`src/rtl/writeback_arb_pkg.sv`:
```
// Shared definitions for the writeback arbiter: the buffered entry type,
// the hard-wired zero register index and the "does this entry write" test.
// Entry fields are sized by WB_RD_W / WB_DATA_W. writeback_arb's RD_W and
// DATA_W default to these and must not exceed them.
package writeback_arb_pkg;

  localparam int WB_RD_W   = 6;
  localparam int WB_DATA_W = 32;

  localparam logic [WB_RD_W-1:0] REG_ZERO = {WB_RD_W{1'b0}};

  typedef struct packed {
    logic                 regwrite;
    logic [WB_RD_W-1:0]   rd;
    logic [WB_DATA_W-1:0] data;
  } wb_entry_t;

  // An entry updates the register file only if flagged and not aimed at x0.
  function automatic logic wb_writes(input wb_entry_t e);
    return e.regwrite && (e.rd != REG_ZERO);
  endfunction

endpackage

```
`src/rtl/writeback_arb_fifo.sv`:
```
// wb_fifo: one producer's writeback buffer. It is a power-of-two ring with
// an explicit occupancy counter, so "full" is exact and a pop in the same
// cycle never makes room early. With WB_FWD_EN defined, the module also
// reports the youngest buffered entry that writes the queried register.
module wb_fifo
  import writeback_arb_pkg::*;
#(
  parameter int DEPTH = 2
) (
  input  logic                 clk,
  input  logic                 rst,
  input  logic                 push_valid,
  output logic                 ready,
  input  wb_entry_t            din,
  input  logic                 pop,
  output logic                 nonempty,
  output wb_entry_t            head
`ifdef WB_FWD_EN
  ,
  input  logic [WB_RD_W-1:0]   fwd_rd,
  output logic                 fwd_hit,
  output logic [WB_DATA_W-1:0] fwd_data
`endif
);

  localparam int PW = $clog2(DEPTH);
  localparam int CW = $clog2(DEPTH + 1);

  logic [PW-1:0] wr_ptr_r;
  logic [PW-1:0] rd_ptr_r;
  logic [CW-1:0] count_r;
  wb_entry_t     mem_r [DEPTH];
  logic          push_s;

  assign ready    = (count_r != CW'(DEPTH));
  assign nonempty = (count_r != CW'(0));
  assign push_s   = push_valid && ready;
  assign head     = mem_r[rd_ptr_r];

  // Pointer and occupancy bookkeeping; pointers wrap naturally at DEPTH.
  always_ff @(posedge clk) begin
    if (rst) begin
      wr_ptr_r <= PW'(0);
      rd_ptr_r <= PW'(0);
      count_r  <= CW'(0);
    end else begin
      if (push_s) begin
        wr_ptr_r <= wr_ptr_r + PW'(1);
      end
      if (pop) begin
        rd_ptr_r <= rd_ptr_r + PW'(1);
      end
      case ({push_s, pop})
        2'b10:   count_r <= count_r + CW'(1);
        2'b01:   count_r <= count_r - CW'(1);
        default: count_r <= count_r;
      endcase
    end
  end

  // Entry storage; contents are don't-care until covered by count_r.
  always_ff @(posedge clk) begin
    if (push_s) begin
      mem_r[wr_ptr_r] <= din;
    end
  end

`ifdef WB_FWD_EN
  // Scan from oldest to youngest so that the youngest match wins.
  always_comb begin
    fwd_hit  = 1'b0;
    fwd_data = {WB_DATA_W{1'b0}};
    for (int i = 0; i < DEPTH; i++) begin
      if ((CW'(i) < count_r) && (fwd_rd != REG_ZERO) &&
          mem_r[rd_ptr_r + PW'(i)].regwrite &&
          (mem_r[rd_ptr_r + PW'(i)].rd == fwd_rd)) begin
        fwd_hit  = 1'b1;
        fwd_data = mem_r[rd_ptr_r + PW'(i)].data;
      end else begin
        fwd_hit  = fwd_hit;
      end
    end
  end
`endif

endmodule

```
`src/rtl/writeback_arb.sv`:
```
// writeback_arb: NCH producer channels, each buffered in a wb_fifo. A
// round-robin arbiter retires one head per cycle into registered regfile
// write outputs. Optional macro WB_FWD_EN adds a combinational forwarding
// lookup (fwd_rd -> fwd_hit/fwd_data) over the buffers and the output stage.
module writeback_arb
  import writeback_arb_pkg::*;
#(
  parameter int NCH    = 2,
  parameter int DEPTH  = 2,
  parameter int DATA_W = WB_DATA_W,
  parameter int RD_W   = WB_RD_W
) (
  input  logic                  clk,
  input  logic                  rst,
  input  logic [NCH-1:0]        in_valid,
  output logic [NCH-1:0]        in_ready,
  input  logic [NCH-1:0]        in_regwrite,
  input  logic [NCH*RD_W-1:0]   in_rd,
  input  logic [NCH*DATA_W-1:0] in_data,
  output logic                  regwrite,
  output logic [RD_W-1:0]       rd,
  output logic [DATA_W-1:0]     regwdata,
  output logic [NCH-1:0]        retire
`ifdef WB_FWD_EN
  ,
  input  logic [RD_W-1:0]       fwd_rd,
  output logic                  fwd_hit,
  output logic [DATA_W-1:0]     fwd_data
`endif
);

  localparam int GW = (NCH > 1) ? $clog2(NCH) : 1;

  wb_entry_t      in_entry [NCH];
  wb_entry_t      heads    [NCH];
  wb_entry_t      head_sel_s;
  logic [NCH-1:0] nonempty;
  logic [NCH-1:0] grant_s;
  logic           grant_found_s;
  logic [GW-1:0]  grant_idx_s;
  logic [GW-1:0]  last_grant_r;

`ifdef WB_FWD_EN
  logic                 ch_hit  [NCH];
  logic [WB_DATA_W-1:0] ch_data [NCH];
`endif

  // Channel index visited at search step 'step' after 'last'.
  function automatic int rr_idx(input int last, input int step, input int n);
    return (last + step) % n;
  endfunction

  for (genvar c = 0; c < NCH; c++) begin : g_ch
    assign in_entry[c] = '{regwrite: in_regwrite[c],
                           rd:       WB_RD_W'(in_rd[c*RD_W +: RD_W]),
                           data:     WB_DATA_W'(in_data[c*DATA_W +: DATA_W])};

    wb_fifo #(.DEPTH(DEPTH)) u_fifo (
      .clk        (clk),
      .rst        (rst),
      .push_valid (in_valid[c]),
      .ready      (in_ready[c]),
      .din        (in_entry[c]),
      .pop        (grant_s[c]),
      .nonempty   (nonempty[c]),
      .head       (heads[c])
`ifdef WB_FWD_EN
      ,
      .fwd_rd     (WB_RD_W'(fwd_rd)),
      .fwd_hit    (ch_hit[c]),
      .fwd_data   (ch_data[c])
`endif
    );
  end

  // Round-robin search starting just after the last granted channel.
  always_comb begin
    grant_found_s = 1'b0;
    grant_idx_s   = GW'(0);
    for (int i = 1; i <= NCH; i++) begin
      if (!grant_found_s && nonempty[rr_idx(int'(last_grant_r), i, NCH)]) begin
        grant_found_s = 1'b1;
        grant_idx_s   = GW'(rr_idx(int'(last_grant_r), i, NCH));
      end else begin
        grant_found_s = grant_found_s;
      end
    end
    if (grant_found_s) begin
      grant_s = NCH'(1) << grant_idx_s;
    end else begin
      grant_s = NCH'(0);
    end
    head_sel_s = heads[grant_idx_s];
  end

  // Output stage: register the granted head; rd/regwdata hold when idle.
  always_ff @(posedge clk) begin
    if (rst) begin
      regwrite     <= 1'b0;
      rd           <= RD_W'(0);
      regwdata     <= DATA_W'(0);
      retire       <= NCH'(0);
      last_grant_r <= GW'(NCH - 1);
    end else if (grant_found_s) begin
      regwrite     <= wb_writes(head_sel_s);
      rd           <= head_sel_s.rd[RD_W-1:0];
      regwdata     <= head_sel_s.data[DATA_W-1:0];
      retire       <= grant_s;
      last_grant_r <= grant_idx_s;
    end else begin
      regwrite     <= 1'b0;
      retire       <= NCH'(0);
    end
  end

`ifdef WB_FWD_EN
  // Lowest priority first so later matches override: output stage, then
  // channels from highest to lowest index.
  always_comb begin
    fwd_hit  = 1'b0;
    fwd_data = DATA_W'(0);
    if (fwd_rd != RD_W'(0)) begin
      if (regwrite && (rd == fwd_rd)) begin
        fwd_hit  = 1'b1;
        fwd_data = regwdata;
      end else begin
        fwd_hit  = 1'b0;
      end
      for (int c = NCH - 1; c >= 0; c--) begin
        if (ch_hit[c]) begin
          fwd_hit  = 1'b1;
          fwd_data = ch_data[c][DATA_W-1:0];
        end else begin
          fwd_hit  = fwd_hit;
        end
      end
    end else begin
      fwd_hit  = 1'b0;
    end
  end
`endif

endmodule

```
`config.mk`:
```
export PLATFORM = sky130hd
export DESIGN_NAME = writeback_arb
export DESIGN_NICKNAME = d
export VERILOG_FILES = /design/src/rtl/writeback_arb_pkg.sv /design/src/rtl/writeback_arb_fifo.sv /design/src/rtl/writeback_arb.sv
export SDC_FILE = /design/constraint.sdc
export NUM_CORES = 1
export LEC_CHECK = 0
export ABC_AREA = 0
export CORE_UTILIZATION = 43
export CTS_BUF_LIST = sky130_fd_sc_hd__clkbuf_4
export DETAILED_ROUTE_END_ITERATION = 8
export GPL_TIMING_DRIVEN = 0
export PLACE_DENSITY_LB_ADDON = 0.2
export SYNTH_ARGS = -nofsm -noshare
export SYNTH_HDL_FRONTEND = slang
export SYNTH_SLANG_ARGS = --single-unit
```
`constraint.sdc`:
```
create_clock -name clk -period 6 [get_ports clk]
set_input_delay 0.6 -clock clk [delete_from_list [all_inputs] [get_ports clk]]
set_output_delay 0.6 -clock clk [all_outputs]
set_load 0.05 [all_outputs]
```
# ---- Word-level counts from Yosys, hierarchy flattened
# Memories as Yosys holds them, arrays and structs flattened. A register that Yosys moved wholly into a read port is not among the register bits.
# Cells that the tools add are included.
dict set report totals {
  reg_bits 50
  ramBits 156
  in_bits 82
  out_inout_bits 43
  word_cells 72
  memories 2
}
# memory words width rd rd_ports_with_merged_regs write_ports line
set mem_list {}
lappend mem_list {{g_ch[0].u_fifo.mem_r} 2 39 1 1 1 writeback_arb_fifo.sv:32} ;# wb_entry_t mem_r [DEPTH];
lappend mem_list {{g_ch[1].u_fifo.mem_r} 2 39 1 1 1 writeback_arb_fifo.sv:32}
dict set report op_classes {
  addsub 10
  order_cmp 3
  n_eq_ne 6
  shift 1
  n_mux 24
  bitwise 4
  reduce_logical 11
}
# cell count
set ops {}
lappend ops {{$mux W39} 3}
lappend ops {{$mux W1} 18}
lappend ops {{$pmux W2 S2} 2}
lappend ops {{$reduce_bool A2 Y1} 4}
lappend ops {{$add A1 B1 Y1 const B} 6}
lappend ops {{$lt A2 B3 Y1 const B} 2}
lappend ops {{$reduce_bool A6 Y1} 1}
lappend ops {{$add A2 B1 Y2 const B} 2}
lappend ops {{$eq A2 B1 Y1 const B} 2}
lappend ops {{$eq A2 B2 Y1 const B} 2}
lappend ops {{$logic_and A1 B1 Y1} 4}
lappend ops {{$ne A2 B2 Y1 const B} 2}
lappend ops {{$sub A2 B1 Y2 const B} 2}
lappend ops {{$and A1 B1 Y1 const A} 2}
lappend ops {{$ge A2 B2 Y1 const B} 1}
lappend ops {{$mux W2} 1}
lappend ops {{$not A1 Y2} 1}
lappend ops {{$reduce_or A2 Y1} 1}
lappend ops {{$shl A1 B1 Y2 const A} 1}
lappend ops {{$logic_not A1 Y1} 1}
lappend ops {{$not A1 Y1} 1}

# ---- Depth between registers and ports, before layout
# Gate-level depths: netlist of the first run.
dict set report depth {
  depth_word 15
  ltp_mapped 10
  ltp_nobuf 8
}

# ---- Modules after synthesis
# From an unflattened synthesis of the first run, not the netlist that was laid out.
dict set report unflattened {
  hier_cells 522
  hier_area_um2 8139.1
}
# module n_inst cells_each area_per_inst_um2 seq_area_each_um2
set modules_own_cells {}
lappend modules_own_cells {wb_fifo 2 144 3021.6 2442.3}
lappend modules_own_cells {writeback_arb 1 234 2095.8 840.8}

# ---- Least setup slack after synthesis of the first run
# No wires, ideal clock.
dict set report synth_path {
  path_type {reg2reg}
  startpoint {register g_ch[0].u_fifo.count_r[0]}
  endpoint {memory g_ch[0].u_fifo.mem_r[0][0] (netlist bit), enable pin}
  setup_ns 0.435
  arrival_time_ns 2.392
  required_ns 5.565
  slack_ns 3.173
  path_stages_with_launch 5
  n_path_buf 1
  period_less_slack_ns 2.827
  cell_sequence {dfxtp_1 buf_2 nand2b_1 nand2_1 nor2_1}
}
dict set report synth_between {
  elab_chain_cells 4
}
# item line
set synth_rtl {}
lappend synth_rtl {{start, declared} writeback_arb_fifo.sv:31} ;# logic [CW-1:0] count_r;
lappend synth_rtl {{start signal, assigned} writeback_arb_fifo.sv:54} ;# 2'b10: count_r <= count_r + CW'(1);
lappend synth_rtl {{start signal, assigned} writeback_arb_fifo.sv:55} ;# 2'b01: count_r <= count_r - CW'(1);
lappend synth_rtl {{start signal, assigned} writeback_arb_fifo.sv:56} ;# default: count_r <= count_r;
lappend synth_rtl {{$ne A2 B2 Y1} writeback_arb_fifo.sv:35} ;# assign ready = (count_r != CW'(DEPTH));
lappend synth_rtl {{named net g_ch[0].u_fifo.ready} writeback_arb_fifo.sv:13} ;# output logic ready,
lappend synth_rtl {{$logic_and A1 B1 Y1} writeback_arb_fifo.sv:37} ;# assign push_s = push_valid && ready;
lappend synth_rtl {{$mux W1} writeback_arb_fifo.sv:63} ;# if (push_s) begin
lappend synth_rtl {{$mux W1 (not written as such)} writeback_arb_fifo.sv:64} ;# mem_r[wr_ptr_r] <= din;
lappend synth_rtl {{end, declared} writeback_arb_fifo.sv:32}
# The timed path passes the listed nets, and every way through them passes these cells.

# ---- Final worst setup path of the first run
dict set report layout_path {
  startpoint {register g_ch[0].u_fifo.count_r[0]}
  endpoint {output in_ready[0]}
}
dict set report layout_between {
  elab_chain_cells 1
}
# item line
set layout_rtl {}
lappend layout_rtl {{$ne A2 B2 Y1} writeback_arb_fifo.sv:35}
lappend layout_rtl {{end, declared} writeback_arb.sv:16} ;# output logic [NCH-1:0] in_ready,
# No other way between the ends.

==> impl_metrics.csv, run 1 <==
group,metric,value,unit
floorplan,die-area,0.01910,sq mm
power_and_ir_drop,switchingPower,2.326,mW
power_and_ir_drop,p_int,3.464,mW
logic_synthesis,ys.warnings.count,0,
logic_synthesis,synth_seq_cells,208,
worst_setup_path,cp_max_fo,7,
cells_and_area,nets,800,
routing,antenna_left,0,
run_status,violations,"DRC",
cells_and_area,stdcell_area,0.01027,sq mm
cts,cts_max_level,2,
logic_synthesis,synth-edff-count,156,
cts,cts_hold_buf,0,
logic_synthesis,synth.distinct_cells,34,
worst_setup_path,r2r-start,"g_ch[0].u_fifo.count_r[0]$_SDFFE_PP0P_",
cells_and_area,drive_gt1_share,21.14,%
run_status,status,"complete, but fails checks",
routing,drc_errors,18,
routing,num_vias,5152,
global_routing,grt_pass1_wl,28340,um
cts,clk_path_buf_depth,3,
placed_design,port_buffers,123,
logic_synthesis,synth_xor_area_share,0.7686,%
worst_hold_path,hold_end,"last_grant_r$_SDFFE_PP1N_",
logic_synthesis,synth_seq_area_share,71.78,%
logic_synthesis,synth-async-reset-ratio,0,%
logic_synthesis,synth_top_area_share,58.73,%
logic_synthesis,syn_nets,620,
logic_synthesis,synth_compound_area_share,8.094,%
worst_setup_path,cp.arrival,2.23,ns
power_and_ir_drop,power_frac_comb,44.4,%
floorplan,core.rowCount,49,
global_routing,first_global_vias,5353,
power_and_ir_drop,clockPowerShare,19.8,%
worst_setup_path,cp.required,5.40,ns
logic_synthesis,synthAdderAreaFrac,0.3137,%
power_and_ir_drop,seqPwrFrac,35.8,%
logic_synthesis,synthesis.instances,536,
routing,drt_wl_total,18530,um
logic_synthesis,synth-main-ff-cell,"edfxtp_1",
sta,finalSetupViolCount,0,
cts,clk_pin_slew,0.07,ns
sta,clock_skew,0.03008,ns
cells_and_area,layout_common_cells,"edfxtp_1 (156), clkdlybuf4s50_1 (123), clkbuf_4 (83)",
cts,cts_sinks,208,
power_and_ir_drop,p_leak,3.553,nW
placed_design,gp_congestion,0.8060,
worst_hold_path,hold_path.startpoint,"rst",
global_routing,grt_max_degree,29,
placed_design,dpl_cell_area,0.009599,sq mm
sta,drv_slew,0,
power_and_ir_drop,irDropWorstVdd,273.3,uV
cts,cts-resized-gates,0,
sta,max-slew-margin-rel,53.93,%
worst_hold_path,whs_path_depth,3,
sta,rsz0062_at_grt,"false",
logic_synthesis,synth.avg_cell_area,14.88,sq um
cells_and_area,layout_commonest_cell,"edfxtp_1",
cts,cts_tree,"yes",
floorplan,die_w,138.2,um
floorplan,initial_core_util,44.10,%
floorplan,core_region_area,0.01809,sq mm
sta,hold_viol_final,0,
worst_setup_path,startpoint,"g_ch[0].u_fifo.count_r[0]$_SDFFE_PP0P_",
logic_synthesis,synth_largest_area_cell,"edfxtp_1",
worst_setup_path,reg2reg_setup_slack,3.71,ns
logic_synthesis,synth.area.top_cells,"edfxtp_1 (59%), dfxtp_1 (13%), mux2i_1 (5.5%)",
cts,cts_setup_buffers,0,
worst_setup_path,worstSetupEndpointType,"output pin",
sta,finalCriticalPeriod,2.828,ns
global_routing,grt_remaining_overflow,0,
sta,fin_tns_setup,0,ns
placed_design,hpwl,12310,um
worst_setup_path,ff2ff_path_depth,9,
sta,fin_crit_sh,47.14,%
worst_setup_path,crit_type,"flop to output pin",
logic_synthesis,synth_top_family_by_area,"multiplexers",
cts,cts_root_buffer,"clkbuf_4",
cts,clk_latency,0.63,ns
job,drv_cap,0,
logic_synthesis,synth_mux_area_share,10.60,%
sta,worst_slew_pin_slew,0.6911,ns
routing,drt-pass1-iter-count,9,
worst_hold_path,hold_class,"input pin to flop",
routing,drtIter0Drc,311,
routing,wl_per_cell,18.76,um
routing,viasPerCell,5.215,
power_and_ir_drop,switching_share,40.17,%
logic_synthesis,synth_area,0.007976,sq mm
global_routing,antenna_found_initial,1,
cts,cts_made_buffers,51,
floorplan,io_pins,125,
worst_setup_path,worst_setup_path_start_kind,"flop",
worst_setup_path,reg2reg_to,"g_ch[0].u_fifo.count_r[1]$_SDFFE_PP0P_",
power_and_ir_drop,cellPowerDensity,563.9,mW/mm^2
logic_synthesis,synth-simple-area-share,5.569,%
cells_and_area,area_growth_syn_to_layout,28.72,%
sta,max_freq,353.6,MHz
floorplan,die_h,138.2,um
global_routing,grt_usage,19.85,%
[sequential cells by signal, indices dropped and copies added, names as in the netlist, 2 cells and up, named ones only]
| name | cells |
|---|---|
| regwdata | 32 |
| g_ch.u_fifo.count_r | 4 |
| retire | 2 |
| g_ch.u_fifo.rd_ptr_r | 2 |
| g_ch.u_fifo.wr_ptr_r | 2 |
| g_ch.u_fifo.mem_r | 156 |
| rd | 6 |
[worst max-delay path, stage by stage, from the launching register on]
cell and delay [ns]:
dfxtp_1 0.30, buf_2 0.22, nand2b_1 0.18, buf_4 0.13, clkdlybuf4s50_1 0.79
[worst max path at each step]
stage / slack [ns] / end
floorplan: 3.17 / g_ch[0].u_fifo.mem_r[0][0]$_DFFE_PP_
global placement: 1.47 / g_ch[1].u_fifo.mem_r[0][9]$_DFFE_PP_
detailed placement: 3.59 / g_ch[0].u_fifo.mem_r[0][9]$_DFFE_PP_
CTS: 3.11 / in_ready[0]
global route: 3.06 / in_ready[0]
finish: 3.17 / in_ready[0]
[metal layers]
| layer | vias to the layer above | routed length (um) | global-route usage, % |
|---|---|---|---|
| li1 | 2426 | - | - |
| met1 | 2507 | 7769 | 25.49 |
| met2 | 185 | 9056 | 32.44 |
| met3 | 34 | 1298 | 4.572 |
| met4 | 0 | 410 | 8.575 |
| met5 | - | 0 | 0 |
[cells in the mapped netlist, drive strengths merged (3+ instances only)]
library cell	n
o21ai	22
xor2	4
nand3	24
buf	25
clkbuf	13
mux2	36
mux2i	44
edfxtp	156
a21oi	43
o211ai	36
nor2	13
or3	3
xnor2	3
dfxtp	52
nand2	43
[metrics by stage]
stage | hold slack [ns] | utilization (%) | power [mW] | cells | setup WS [ns]
finish | 0.4206 | 56.77 | 5.790 | 988 | 3.172
global placement | 0.4431 | 52.49 | 4.610 | 888 | 1.467
floorplan | 0.4798 | - | 3.808 | 536 | 3.173
CTS | 0.3635 | 56.74 | 5.852 | 986 | 3.113
detailed placement | 0.4460 | 53.08 | 4.692 | 892 | 3.591
global route | 0.4349 | 56.77 | 6.109 | 988 | 3.057
[cell type report]
cell class / count / area [sq um]
well taps: 229 / 286.5
plain buffers: 38 / 225.2
fillers: 1447 / 7819
repair buffers: 127 / 1319
inverters: 1 / 3.754
clock inverters: 12 / 47.55
diodes: 2 / 5.005
clock buffers: 82 / 615.6
multi-input cells: 289 / 2039
flip-flops and latches: 208 / 5725
[cells by family after synthesis]
group | count (synthesis)
DFF | 208
AOI/OAI and AO/OA | 106
and+or+nand+nor | 94
muxes | 80
buffers and inverters | 39
xor gates and xnor gates | 7
adders and majority gates | 2
[power groups by stage]
stage	Sequential, mW	Clock, mW	Combinational, mW
after floorplan	2.56	0	1.24
after global placement	2.11	0	2.50
after detailed placement	2.10	0	2.59
after CTS	2.08	1.18	2.60
after global routing	2.10	1.25	2.75
final	2.07	1.15	2.57
(Power assumes the default switching activity.)
==> run 2: changes to the inputs <==
- clock period: 6 -> 2.92 ns (I/O delays scaled with it)
==> results of run 2 <==
The final DEF is identical to that of run 1. Status: complete, but fails checks: DRC.
Main changes from that run: setup slack after placement 3.591 ns -> 0.6439 ns; setup slack after layout 3.172 ns -> 0.3996 ns; hold slack 0.4206 ns -> 0.1126 ns; register-to-register setup slack 3.71 ns -> 0.63 ns; total power 5.790 mW -> 11.90 mW; worst IR drop on VDD 273.3 uV -> 561.7 uV
